<file path="config.mk">
export PLATFORM = sky130hd
export DESIGN_NAME = load_store_unit
export DESIGN_NICKNAME = d
export VERILOG_FILES = /design/src/rtl/load_store_unit.sv
export SDC_FILE = /design/constraint.sdc
export NUM_CORES = 1
export LEC_CHECK = 0
export CELL_PAD_IN_SITES_DETAIL_PLACEMENT = 0
export CELL_PAD_IN_SITES_GLOBAL_PLACEMENT = 2
export CORE_MARGIN = 2
export CORE_UTILIZATION = 26
export DETAILED_ROUTE_END_ITERATION = 10
export PLACE_DENSITY_LB_ADDON = 0.1
export SLEW_MARGIN = 0
export SYNTH_ARGS = -nofsm -noshare
export SYNTH_HDL_FRONTEND = slang
export SYNTH_SLANG_ARGS = --single-unit
</file>
<file path="constraint.sdc">
create_clock -name clk -period 4.96 [get_ports clk]
set_input_delay 0.992 -clock clk [delete_from_list [all_inputs] [get_ports clk]]
set_output_delay 0.992 -clock clk [all_outputs]
set_load 0.1 [all_outputs]
</file>
<file path="src/rtl/load_store_unit.sv">
// load_store_unit: RV32I memory-stage load/store with ready handshake, timeout and lane steering.
module load_store_unit #(
  parameter int TIMEOUT = 255
) (
  input  logic        clk,
  input  logic        rst,
  input  logic        mem_read,
  input  logic        mem_write,
  input  logic [2:0]  funct3,
  input  logic [31:0] addr,
  input  logic [31:0] wdata,
  output logic        stall,
  output logic        ld_valid,
  output logic [31:0] ld_data,
  output logic        access_err,
  output logic        bus_err,
  output logic        dm_req,
  output logic        dm_we,
  output logic [31:0] dm_addr,
  output logic [3:0]  dm_wstrb,
  output logic [31:0] dm_wdata,
  input  logic        dm_ready,
  input  logic [31:0] dm_rdata
);
  typedef enum logic [1:0] {IDLE, REQ, DONE} state_t;
  state_t      state_q, state_d;
  logic [7:0]  cnt_q, cnt_d;
  logic        abort_q, abort_d, we_q, we_d;
  logic [2:0]  f3_q, f3_d;
  logic [1:0]  lo_q, lo_d;
  logic [3:0]  wstrb_q, wstrb_d;
  logic [31:0] addr_q, addr_d, wdata_q, wdata_d, ld_q, ld_d;
  logic        access, bad_f3, misal, legal;
  logic [31:0] shifted, ext;
  logic [15:0] half_sel;
  always_comb begin
    access   = mem_read | mem_write;
    bad_f3   = mem_write ? (funct3 > 3'b010) : (funct3 == 3'b011 || funct3[2:1] == 2'b11);
    misal    = (funct3[1:0] == 2'b01 && addr[0]) || (funct3[1:0] == 2'b10 && addr[1:0] != 2'b00);
    legal    = access && !bad_f3 && !misal;
    shifted  = dm_rdata >> {lo_q, 3'b000};
    half_sel = lo_q[1] ? dm_rdata[31:16] : dm_rdata[15:0];
    ext      = f3_q[1] ? dm_rdata
             : f3_q[0] ? {{16{~f3_q[2] & half_sel[15]}}, half_sel}
             : {{24{~f3_q[2] & shifted[7]}}, shifted[7:0]};
    state_d  = state_q;
    cnt_d    = cnt_q;
    abort_d  = abort_q;
    we_d     = we_q;
    f3_d     = f3_q;
    lo_d     = lo_q;
    wstrb_d  = wstrb_q;
    addr_d   = addr_q;
    wdata_d  = wdata_q;
    ld_d     = ld_q;
    case (state_q)
      IDLE: if (legal) begin
        state_d = REQ;
        addr_d  = {addr[31:2], 2'b00};
        we_d    = mem_write;
        f3_d    = funct3;
        lo_d    = addr[1:0];
        cnt_d   = 8'd0;
        abort_d = 1'b0;
        wstrb_d = !mem_write ? 4'b0000 : funct3[1] ? 4'b1111
                : funct3[0] ? (addr[1] ? 4'b1100 : 4'b0011) : 4'b0001 << addr[1:0];
        wdata_d = !mem_write ? 32'd0 : funct3[1] ? wdata
                : funct3[0] ? {2{wdata[15:0]}} : {4{wdata[7:0]}};
      end
      REQ: if (dm_ready) begin
        state_d = DONE;
        ld_d    = we_q ? 32'd0 : ext;
      end else if (cnt_q == 8'(TIMEOUT - 1)) begin
        state_d = DONE;
        abort_d = 1'b1;
      end else cnt_d = cnt_q + 8'd1;
      default: state_d = IDLE;
    endcase
  end
  always_ff @(posedge clk or posedge rst) begin
    if (rst) begin
      state_q <= IDLE;
      cnt_q   <= '0;
      abort_q <= 1'b0;
      we_q    <= 1'b0;
      f3_q    <= '0;
      lo_q    <= '0;
      wstrb_q <= '0;
      addr_q  <= '0;
      wdata_q <= '0;
      ld_q    <= '0;
    end else begin
      state_q <= state_d;
      cnt_q   <= cnt_d;
      abort_q <= abort_d;
      we_q    <= we_d;
      f3_q    <= f3_d;
      lo_q    <= lo_d;
      wstrb_q <= wstrb_d;
      addr_q  <= addr_d;
      wdata_q <= wdata_d;
      ld_q    <= ld_d;
    end
  end
  // Gating with rst lets stall/access_err fall immediately even while the stage inputs stay asserted.
  assign stall      = !rst && (state_q == REQ || (state_q == IDLE && legal));
  assign access_err = !rst && state_q == IDLE && access && !legal;
  assign dm_req     = state_q == REQ;
  assign ld_valid   = state_q == DONE && !abort_q && !we_q;
  assign bus_err    = state_q == DONE && abort_q;
  assign ld_data    = ld_valid ? ld_q : 32'd0;
  assign dm_we      = we_q;
  assign dm_addr    = addr_q;
  assign dm_wstrb   = wstrb_q;
  assign dm_wdata   = wdata_q;
endmodule

</file>
# Word-level counts from Yosys, hierarchy flattened
# Index checks and enable logic that the tools add are counted.
# W data, S select, Z words.
[totals]
reg_bits = 115
latch_bits = 0
ram_bits = 0
romBits = 0
output_inout_bits = 106
wordCells = 84
n_memories = 0
[classes]
addsub = 1
mul = 0
n_div = 0
magnitude_cmp = 1
n_eq_ne = 12
shifts = 2
mux = 25
bitwise = 4
reduce_logical = 29
[ops]
columns = ["cell", "n"]
rows = [
  ["$mux W32", 7],
  ["$shr A32 B5 Y8", 1],
  ["$mux W8", 3],
  ["$mux W16", 1],
  ["$mux W4", 4],
  ["$pmux W8 S2", 1],
  ["$logic_and A1 B1 Y1", 12],
  ["$add A8 B1 Y8 const B", 1],
  ["$eq A8 B8 Y1 const B", 1],
  ["$reduce_and A4 Y1", 2],
  ["$eq A2 B2 Y1 const B", 3],
  ["$logic_not A1 Y1", 6],
  ["$mux W2", 3],
  ["$ne A2 B2 Y1 const B", 3],
  ["$reduce_and A2 Y1", 3],
  ["$eq A2 B1 Y1 const B", 2],
  ["$mux W1", 4],
  ["$pmux W2 S2", 1],
  ["$reduce_bool A2 Y1", 2],
  ["$shl A1 B2 Y4 const A", 1],
  ["$eq A3 B2 Y1 const B", 1],
  ["$gt A3 B2 Y1 const B", 1],
  ["$logic_or A1 B1 Y1", 3],
  ["$ne A3 B1 Y1 const B", 1],
  ["6 further kinds", 7],
]

# Longest topological paths before layout
# Gate-level depths: netlist (run 1).
[depth]
ltp_word = 9
mapped_depth = 6
ltp_nobuf = 6

# Least setup slack after synthesis (run 1)
# No wires, ideal clock.
[synth_path]
path_type = "input -> output"
start = "input rst"
end = "output stall"
arrival_time_ps = 4316
required_time_ps = 3968
path_slack_ps = -348
path_stages = 2
n_path_buf = 0
path_cell_list = "inv_1 -> o21a_1"
[synth_via]
elab_chain_cells = 2
[synth_lines]
columns = ["element", "line_no", "source"]
rows = [
  ["start, declared", "6", "input logic rst,"],
  ["$logic_not A1 Y1", "106", "assign stall = !rst && (state_q == REQ || (state_q == IDLE && legal));"],
  ["$logic_and A1 B1 Y1", "106", ""],
  ["end, declared", "12", "output logic stall,"],
]
# No other way between the ends.

# Worst setup path after layout (run 1)
[layout_path]
start = "input addr[0]"
end = "output stall"
[layout_via]
elab_chain_cells = 8
elab_cells_between_ends = 9
classes_between = "reduce/logical (9)"
[layout_lines]
columns = ["element", "line_no", "source"]
rows = [
  ["start, declared", "10", "input logic [31:0] addr,"],
  ["$reduce_bool A2 Y1", "39", "misal = (funct3[1:0] == 2'b01 && addr[0]) || (funct3[1:0] == 2'b10 && addr[1:0] != 2'b00);"],
  ["$logic_and A1 B1 Y1", "39", ""],
  ["$logic_or A1 B1 Y1 (*)", "39", ""],
  ["$logic_not A1 Y1 (*)", "40", "legal = access && !bad_f3 && !misal;"],
  ["$logic_and A1 B1 Y1 (*)", "40", ""],
  ["$logic_and A1 B1 Y1 (*)", "106", ""],
  ["$logic_or A1 B1 Y1 (*)", "106", ""],
  ["$logic_and A1 B1 Y1 (*)", "106", ""],
]
# Mark *: on every way between the ends. The rest lies on a longest branch, timed or not.

==> results of run 1 <==
==> worst paths after layout <==
check,to,from,slack (ns),cells after the start
max in group asynchronous,ld_q[19],rst,2.27,4
setup / recovery,stall,addr[0],0.98,6
min in group asynchronous,dm_wdata[11],rst,1.22,3
setup reg to reg,ld_q[24],state_q[1],2.32,4
hold / removal,dm_wdata[28],dm_wdata[28],0.48,2
hold reg to reg,dm_wdata[28],dm_wdata[28],0.48,2
==> cell families (layout without fill, tap and decap cells) <==
logic type / Yosys count / after routing / share of synthesized area [%]
xor gates and xnor gates: 3 / 3 / 0.467
DFF: 115 / 115 / 51.1
muxes: 72 / 72 / 14.0
other: 1 / 2 / 0.0666
buffers and inverters: 44 / 252 / 3.33
AOI/OAI and AO/OA: 125 / 125 / 14.2
and+or+nand+nor: 192 / 192 / 16.4
adders and majority gates: 2 / 2 / 0.444
==> Yosys cell counts (2+ instances only) <==
cell type                   instances  area, µm²
sky130_fd_sc_hd__a22oi_1           16        120
sky130_fd_sc_hd__mux2i_1           20        200
sky130_fd_sc_hd__buf_2             12       60.1
sky130_fd_sc_hd__a22o_1            10       87.6
sky130_fd_sc_hd__clkbuf_1          24       90.1
sky130_fd_sc_hd__mux2_2            17        191
sky130_fd_sc_hd__mux2_1            35        394
sky130_fd_sc_hd__a21oi_1           12       60.1
sky130_fd_sc_hd__ha_1               2       25.0
sky130_fd_sc_hd__dfrtp_1          115       2880
sky130_fd_sc_hd__o22ai_1           13       81.3
sky130_fd_sc_hd__nor3b_1            2       15.0
sky130_fd_sc_hd__nor3_1             2       10.0
sky130_fd_sc_hd__buf_4              2       15.0
sky130_fd_sc_hd__o21a_1             2       15.0
sky130_fd_sc_hd__nand4_1            3       18.8
sky130_fd_sc_hd__o21ai_0           19       95.1
sky130_fd_sc_hd__nand3_1            3       15.0
sky130_fd_sc_hd__nand2_1          104        390
sky130_fd_sc_hd__a221o_1            6       60.1
sky130_fd_sc_hd__inv_1              5       18.8
sky130_fd_sc_hd__xor2_1             3       26.3
sky130_fd_sc_hd__nand3b_1           2       15.0
sky130_fd_sc_hd__o21ai_1           38        190
sky130_fd_sc_hd__nand2b_1           3       18.8
sky130_fd_sc_hd__o2111ai_1          2       17.5
sky130_fd_sc_hd__nor2b_1           10       62.6
sky130_fd_sc_hd__nor2_1            16       60.1
sky130_fd_sc_hd__and2_1            38        238
==> flip-flops by register name, indices dropped and copies added, names as in the netlist <==
name	count
lo_q	2
state_q	2
dm_we	1
abort_q	1
dm_wdata	32
f3_q	3
dm_addr	30
ld_q	32
cnt_q	8
dm_wstrb	4
==> placed cells by master (no fill, tap or decap), types with 12 or more instances in the layout <==
cell                              netlist  final
sky130_fd_sc_hd__clkdlybuf4s50_1        0    205
sky130_fd_sc_hd__o22ai_1               13     13
sky130_fd_sc_hd__mux2_2                17     17
sky130_fd_sc_hd__nor2_1                16     16
sky130_fd_sc_hd__nand2_1              104    104
sky130_fd_sc_hd__clkbuf_16              0     17
sky130_fd_sc_hd__and2_1                38     38
sky130_fd_sc_hd__o21ai_1               38     38
sky130_fd_sc_hd__a21oi_1               12     12
sky130_fd_sc_hd__mux2_1                35     35
sky130_fd_sc_hd__dfrtp_1              115    115
sky130_fd_sc_hd__a22oi_1               16     16
sky130_fd_sc_hd__o21ai_0               19     19
sky130_fd_sc_hd__mux2i_1               20     20
==> area by class of cell <==
| type | instances | area (µm²) | share of cell area (%) |
|---|---|---|---|
| well taps | 275 | 344 | 4.00 |
| repair buffers | 216 | 2170 | 25.2 |
| inverters | 5 | 22.5 | 0.262 |
| clock buffers | 21 | 470 | 5.46 |
| clock inverters | 10 | 131 | 1.53 |
| multi-input cells | 396 | 2590 | 30.1 |
| flip-flops and latches | 115 | 2880 | 33.4 |
==> worst max-delay path, stage by stage <==
cell and delay [ns]:
sky130_fd_sc_hd__clkdlybuf4s50_1 0.53, sky130_fd_sc_hd__nor4_2 0.56, sky130_fd_sc_hd__nor2_1 0.08, sky130_fd_sc_hd__nor2_1 0.39, sky130_fd_sc_hd__o21a_1 0.24, sky130_fd_sc_hd__buf_12 0.18
==> where the power goes <==
part | switching [µW] | internal, µW
Clock | 434 | 823
Sequential | 214 | 1240
Combinational | 1810 | 675
==> through the flow <==
step	std cells	utilization (%)	setup WS (ns)
floorplan	555	-	0.617
global placement	1007	37.9	0.980
detailed placement	1007	37.9	0.965
CTS	1038	40.7	0.961
global route	1038	40.7	0.916
finish	1038	40.7	0.984
==> per-layer routing <==
layer	GRT usage [%]	vias to the layer above
li1	-	2324
met1	20.6	2287
met2	24.6	132
met3	5.84	11
met4	4.77	0
met5	0	-
==> tab_implementation.tex, run 1 <==
\begin{tabular}{lr}
\hline
Metric & Value \\
\hline
\multicolumn{2}{l}{\textbf{Global routing}} \\
Total routing usage reported by global routing & 15.8\% \\
Initial antenna violation count & 0 \\
Largest net degree at the start of global routing & 78 \\
Total congestion overflow after global routing & 0 \\
Vias in the first global route & 4910 \\
Global-route wire length before repair & 27.3 mm \\
\multicolumn{2}{l}{\textbf{Yosys}} \\
Share of async-settable or async-resettable flops after synthesis & 100\% \\
Sequential element share of the synthesized area & 51.1\% \\
Average footprint of a synthesized cell & 10.2 µm² \\
Most used DFF post-synth & sky130\_fd\_sc\_hd\_\_dfrtp\_1 \\
Post-Syn Area & 5630 µm² \\
Number of standard cells after synthesis & 554 \\
Syn. warnings & 0 \\
Netlist cell types & 47 \\
Number of enable-type register cells in the synthesized netlist & 0 \\
Flip-flop and latch count after synthesis & 115 \\
\multicolumn{2}{l}{\textbf{Final layout}} \\
Number of nets in the layout & 857 \\
Final design instance area without fill & 8610 µm² \\
Signed area change from the synthesized netlist to the final layout & 52.9\% \\
Number of inserted diodes & 0 \\
Share of layout cells above drive strength 1 & 8.65\% \\
Fillers & 2045 \\
\multicolumn{2}{l}{\textbf{Timing}} \\
Setup repair after global routing missed its margin & no \\
Crit path time final & 3.98 ns \\
Tightest Pin Transition & 1.11 ns \\
Final number of hold-violating endpoints & 0 \\
Final clock skew & 0.0115 ns \\
Fmax & 252 MHz \\
Hold\_ws & 0.479 ns \\
Slew Limit Fails & 0 \\
Final worst-path cycle share & 80.2\% \\
Setup\_tns & 0 ns \\
Total of endpoints with negative setup slack in the final report & 0 \\
Max-slew headroom at the worst pin & 25.5\% \\
\multicolumn{2}{l}{\textbf{CTS}} \\
Hold-fix buffer count after cts & 0 \\
Number of setup buffers added after CTS & 0 \\
Number of sinks on the clock net & 115 \\
Max H-tree Level & 4 \\
Number of buffers inserted during clock tree synthesis & 17 \\
Resized Gates After CTS & 0 \\
Clk Latency, worst-skew pair & 0.41 ns \\
Max Root-Sink Buffers & 2 \\
CTS tree & done \\
Clk pin slew, worst setup/hold paths & 0.06 ns \\
Clock root buffer & sky130\_fd\_sc\_hd\_\_clkbuf\_16 \\
\multicolumn{2}{l}{\textbf{Placement}} \\
Input/output buffers & 207 \\
Instance area after placement & 8010 µm² \\
Post-detailed-placement half-perimeter wirelength & 12.7 mm \\
Final GP Congestion & 0.761 \\
\multicolumn{2}{l}{\textbf{Routing}} \\
Met2 layer wire length in the routed design & 8.21 mm \\
Drt via density & 4.58 \\
Met1 routed wirelength after detailed routing & 8.06 mm \\
Post-detailed-route wirelength per cell & 17.0 µm \\
Met3 WL & 1.21 mm \\
Uppermost metal layer occupied by signal nets & met4 \\
Total wire length & 17.6 mm \\
Drt drc & 0 \\
Total number of vias & 4754 \\
Count of antenna-violating nets left after detailed routing & 0 \\
DRC violation total after the first TritonRoute iteration & 258 \\
Number of iterations in the first detailed-routing pass & 4 \\
\multicolumn{2}{l}{\textbf{Die}} \\
Std-Cell Rows & 53 \\
Width of the die & 151 µm \\
Initial core utilization & 26.6\% \\
Area of the core & 21200 µm² \\
I/O Pins & 210 \\
Die Outline Area & 22800 µm² \\
Height of the chip & 151 µm \\
\multicolumn{2}{l}{\textbf{Worst setup path}} \\
Critical path class & in2out \\
Critical path endpoint category & output pin \\
Critical path required time & 3.97 ns \\
Critical Path Fanout Max & 6 \\
Crit start category & input pin \\
WP data arrival & 2.98 ns \\
\multicolumn{2}{l}{\textbf{Pwr}} \\
Worst voltage drop across the vdd grid & 234 µV \\
Total power & 5190 µW \\
Leakage & 0.00368 µW \\
Areal power density over the cells & 603 nW/µm² \\
\multicolumn{2}{l}{\textbf{Min path}} \\
Hold WC Path Type & reg2reg \\
\multicolumn{2}{l}{\textbf{Flow run}} \\
Max\_cap viols & 0 \\
\multicolumn{2}{l}{\textbf{Outcome}} \\
Run status & finished clean \\
\hline
\end{tabular}
Note: power is estimated with default switching activity, not from simulation.
==> run 2, diff against run 1 <==
- clock period: 4.96 -> 4 ns (I/O delays scaled with it)
==> run 2 against run 1 <==
  * Hold slack better by 0.0020 ns
  * Sequential cell count unchanged
  * Critical path depth is the same
  * Clock skew decreased by 0.0024 ns
  * Count of clock-buffer cells in the layout shrank 2
  * Highest routed layer unchanged
==> tab_implementation.tex, run 2 (synthesis gave the netlist of run 1 again) <==
\begin{tabular}{lr}
\hline
Metric & Value \\
\hline
\multicolumn{2}{l}{\textbf{Routing}} \\
Drt drc & 0 (unchanged) \\
Drt via density & 4.59 (+0.18\%) \\
Count of antenna-violating nets left after detailed routing & 0 (unchanged) \\
DRC violation total after the first TritonRoute iteration & 176 (-32\%) \\
Number of iterations in the first detailed-routing pass & 4 (unchanged) \\
Total number of vias & 4781 (+0.57\%) \\
Post-detailed-route wirelength per cell & 17.1 µm (+0.50\%) \\
Total wire length & 17.8 mm (+0.89\%) \\
\multicolumn{2}{l}{\textbf{Worst setup path}} \\
Critical path required time & 3.20 ns (-0.77 ns) \\
CP max stage cell & sky130\_fd\_sc\_hd\_\_clkdlybuf4s50\_1 \\
Count of buffer and inverter cells on the critical path & 2 (unchanged) \\
Delay contributed by the slowest stage of the critical path & 0.56 ns (about the same) \\
Critical path class & in2out \\
Cell Chain, Critical Path & clkdlybuf4s50\_1, a221oi\_2, nor2\_1, nor2\_1, o21a\_1, buf\_12 \\
Cell family with most CP delay & compound AO/OA/AOI/OAI gates \\
Cell mode on critical path & sky130\_fd\_sc\_hd\_\_nor2\_1 \\
WP data arrival & 2.78 ns (-0.20 ns) \\
Crit start category & input pin \\
Critical path endpoint category & output pin \\
Critical Path Fanout Max & 7 (+1) \\
\multicolumn{2}{l}{\textbf{Final layout}} \\
Most used cells in the layout excluding fill and tap cells & sky130\_fd\_sc\_hd\_\_clkdlybuf4s50\_1, sky130\_fd\_sc\_hd\_\_dfrtp\_1, sky130\_fd\_sc\_hd\_\_nand2\_1, sky130\_fd\_sc\_hd\_\_buf\_4 \\
Share of layout cells above drive strength 1 & 13.7\% (+5.0 points) \\
Fillers & 2071 (+1.3\%) \\
Signed area change from the synthesized netlist to the final layout & 52.0\% \\
Number of inserted diodes & 0 (unchanged) \\
Most common cell after layout, fill and taps aside & sky130\_fd\_sc\_hd\_\_clkdlybuf4s50\_1 \\
Number of nets in the layout & 860 (+0.35\%) \\
\multicolumn{2}{l}{\textbf{Die}} \\
Height of the chip & 151 µm (unchanged) \\
I/O Pins & 210 (unchanged) \\
Area of the core & 21200 µm² (unchanged) \\
Die Outline Area & 22800 µm² (unchanged) \\
Std-Cell Rows & 53 (unchanged) \\
Initial core utilization & 26.6\% (unchanged) \\
Width of the die & 151 µm (unchanged) \\
\multicolumn{2}{l}{\textbf{CTS}} \\
Hold-fix buffer count after cts & 0 (unchanged) \\
Number of sinks on the clock net & 115 (unchanged) \\
Number of buffers inserted during clock tree synthesis & 17 (unchanged) \\
Resized Gates After CTS & 0 (unchanged) \\
CTS tree & done \\
Max Root-Sink Buffers & 2 (unchanged) \\
Clk Latency, worst-skew pair & 0.42 ns (about the same) \\
Clock root buffer & sky130\_fd\_sc\_hd\_\_clkbuf\_16 \\
Clk pin slew, worst setup/hold paths & 0.06 ns (about the same) \\
Number of setup buffers added after CTS & 0 (unchanged) \\
Max H-tree Level & 4 (unchanged) \\
\multicolumn{2}{l}{\textbf{Min path}} \\
Hold WC Path Type & reg2reg \\
\multicolumn{2}{l}{\textbf{Flow run}} \\
Max\_cap viols & 0 (unchanged) \\
\multicolumn{2}{l}{\textbf{Pwr}} \\
Areal power density over the cells & 753 nW/µm² (+25\%) \\
Leakage & 0.00376 µW (+2.1\%) \\
Total power & 6440 µW (+24\%) \\
Worst voltage drop across the vdd grid & 415 µV (+78\%) \\
\multicolumn{2}{l}{\textbf{Timing}} \\
Setup repair after global routing missed its margin & no \\
Setup\_tns & 0 ns (unchanged) \\
Final worst-path cycle share & 89.5\% \\
Tightest Pin Transition & 1.12 ns (+0.00555 ns) \\
Total of endpoints with negative setup slack in the final report & 0 (unchanged) \\
Crit path time final & 3.58 ns \\
Final number of hold-violating endpoints & 0 (unchanged) \\
Max-slew headroom at the worst pin & 25.1\% (-0.37 points) \\
Final clock skew & 0.00908 ns (-0.00244 ns) \\
Slew Limit Fails & 0 (unchanged) \\
Fmax & 279 MHz \\
\multicolumn{2}{l}{\textbf{Placement}} \\
Post-detailed-placement half-perimeter wirelength & 12.6 mm (-0.22\%) \\
Final GP Congestion & 0.754 (-0.95\%) \\
Input/output buffers & 207 (unchanged) \\
\multicolumn{2}{l}{\textbf{Global routing}} \\
Total congestion overflow after global routing & 0 (unchanged) \\
Global-route wire length before repair & 27.5 mm (+0.66\%) \\
Initial antenna violation count & 0 (unchanged) \\
Largest net degree at the start of global routing & 75 (-3.8\%) \\
Vias in the first global route & 4884 (-0.53\%) \\
Total routing usage reported by global routing & 15.9\% (+0.094 points) \\
\multicolumn{2}{l}{\textbf{Outcome}} \\
Run status & finished clean \\
\hline
\end{tabular}
[run 2: path summary, 6_finish.rpt]
path | startpoint | end | slack, ns | depth (start not counted)
max | funct3[0] | stall | 0.42 | 6
min | dm_wstrb[2] | dm_wstrb[2] | 0.48 | 2
max reg2reg | f3_q[0] | ld_q[4] | 1.49 | 4
min reg2reg | dm_wstrb[2] | dm_wstrb[2] | 0.48 | 2
max in group asynchronous | rst | ld_q[4] | 1.54 | 4
min in group asynchronous | rst | dm_wdata[18] | 1.12 | 3
[run 2: stage by stage]
stage	hold WS (ns)	worst slack, ns	std cells	cell area [µm²]	util [%]
after floorplan	0.442	0.0412	555	5640	-
after global placement	0.467	0.414	1010	7950	37.6
after detailed placement	0.475	0.412	1010	7950	37.6
after CTS	0.489	0.401	1042	8560	40.4
after global routing	0.505	0.274	1042	8560	40.4
final	0.481	0.419	1042	8560	40.4
[run 2: area by class of cell]
cell class	count	area, µm²	area share, %
Clock buffer	19	453	5.29
Clock inverter	13	158	1.84
Inverter	5	22.5	0.263
Multi-Input combinational cell	396	2590	30.3
Sequential cell	115	2880	33.6
Tap cell	275	344	4.02
Timing Repair Buffer	219	2110	24.7
[run 2: report_power, final]
part / internal, µW / switching (µW) / leakage, µW
Sequential: 1530 / 252 / 0.00147
Combinational: 835 / 2240 / 0.00200
Clock: 1010 / 569 / 0.000291
[run 2: routing by layer]
metal  vias to the layer above  track usage, %  wire length (µm)
met1                      2289            20.9              8010
met2                       130            25.2              8330
li1                       2344               -                 -
met5                         -               0                 0
met3                        18            5.45              1280
met4                         0            4.21               176
[run 2: worst min-delay path: stages, from the launching register on]
cell and delay [ns]:
sky130_fd_sc_hd__dfrtp_1 0.34, sky130_fd_sc_hd__nand2_1 0.05, sky130_fd_sc_hd__o21ai_1 0.06
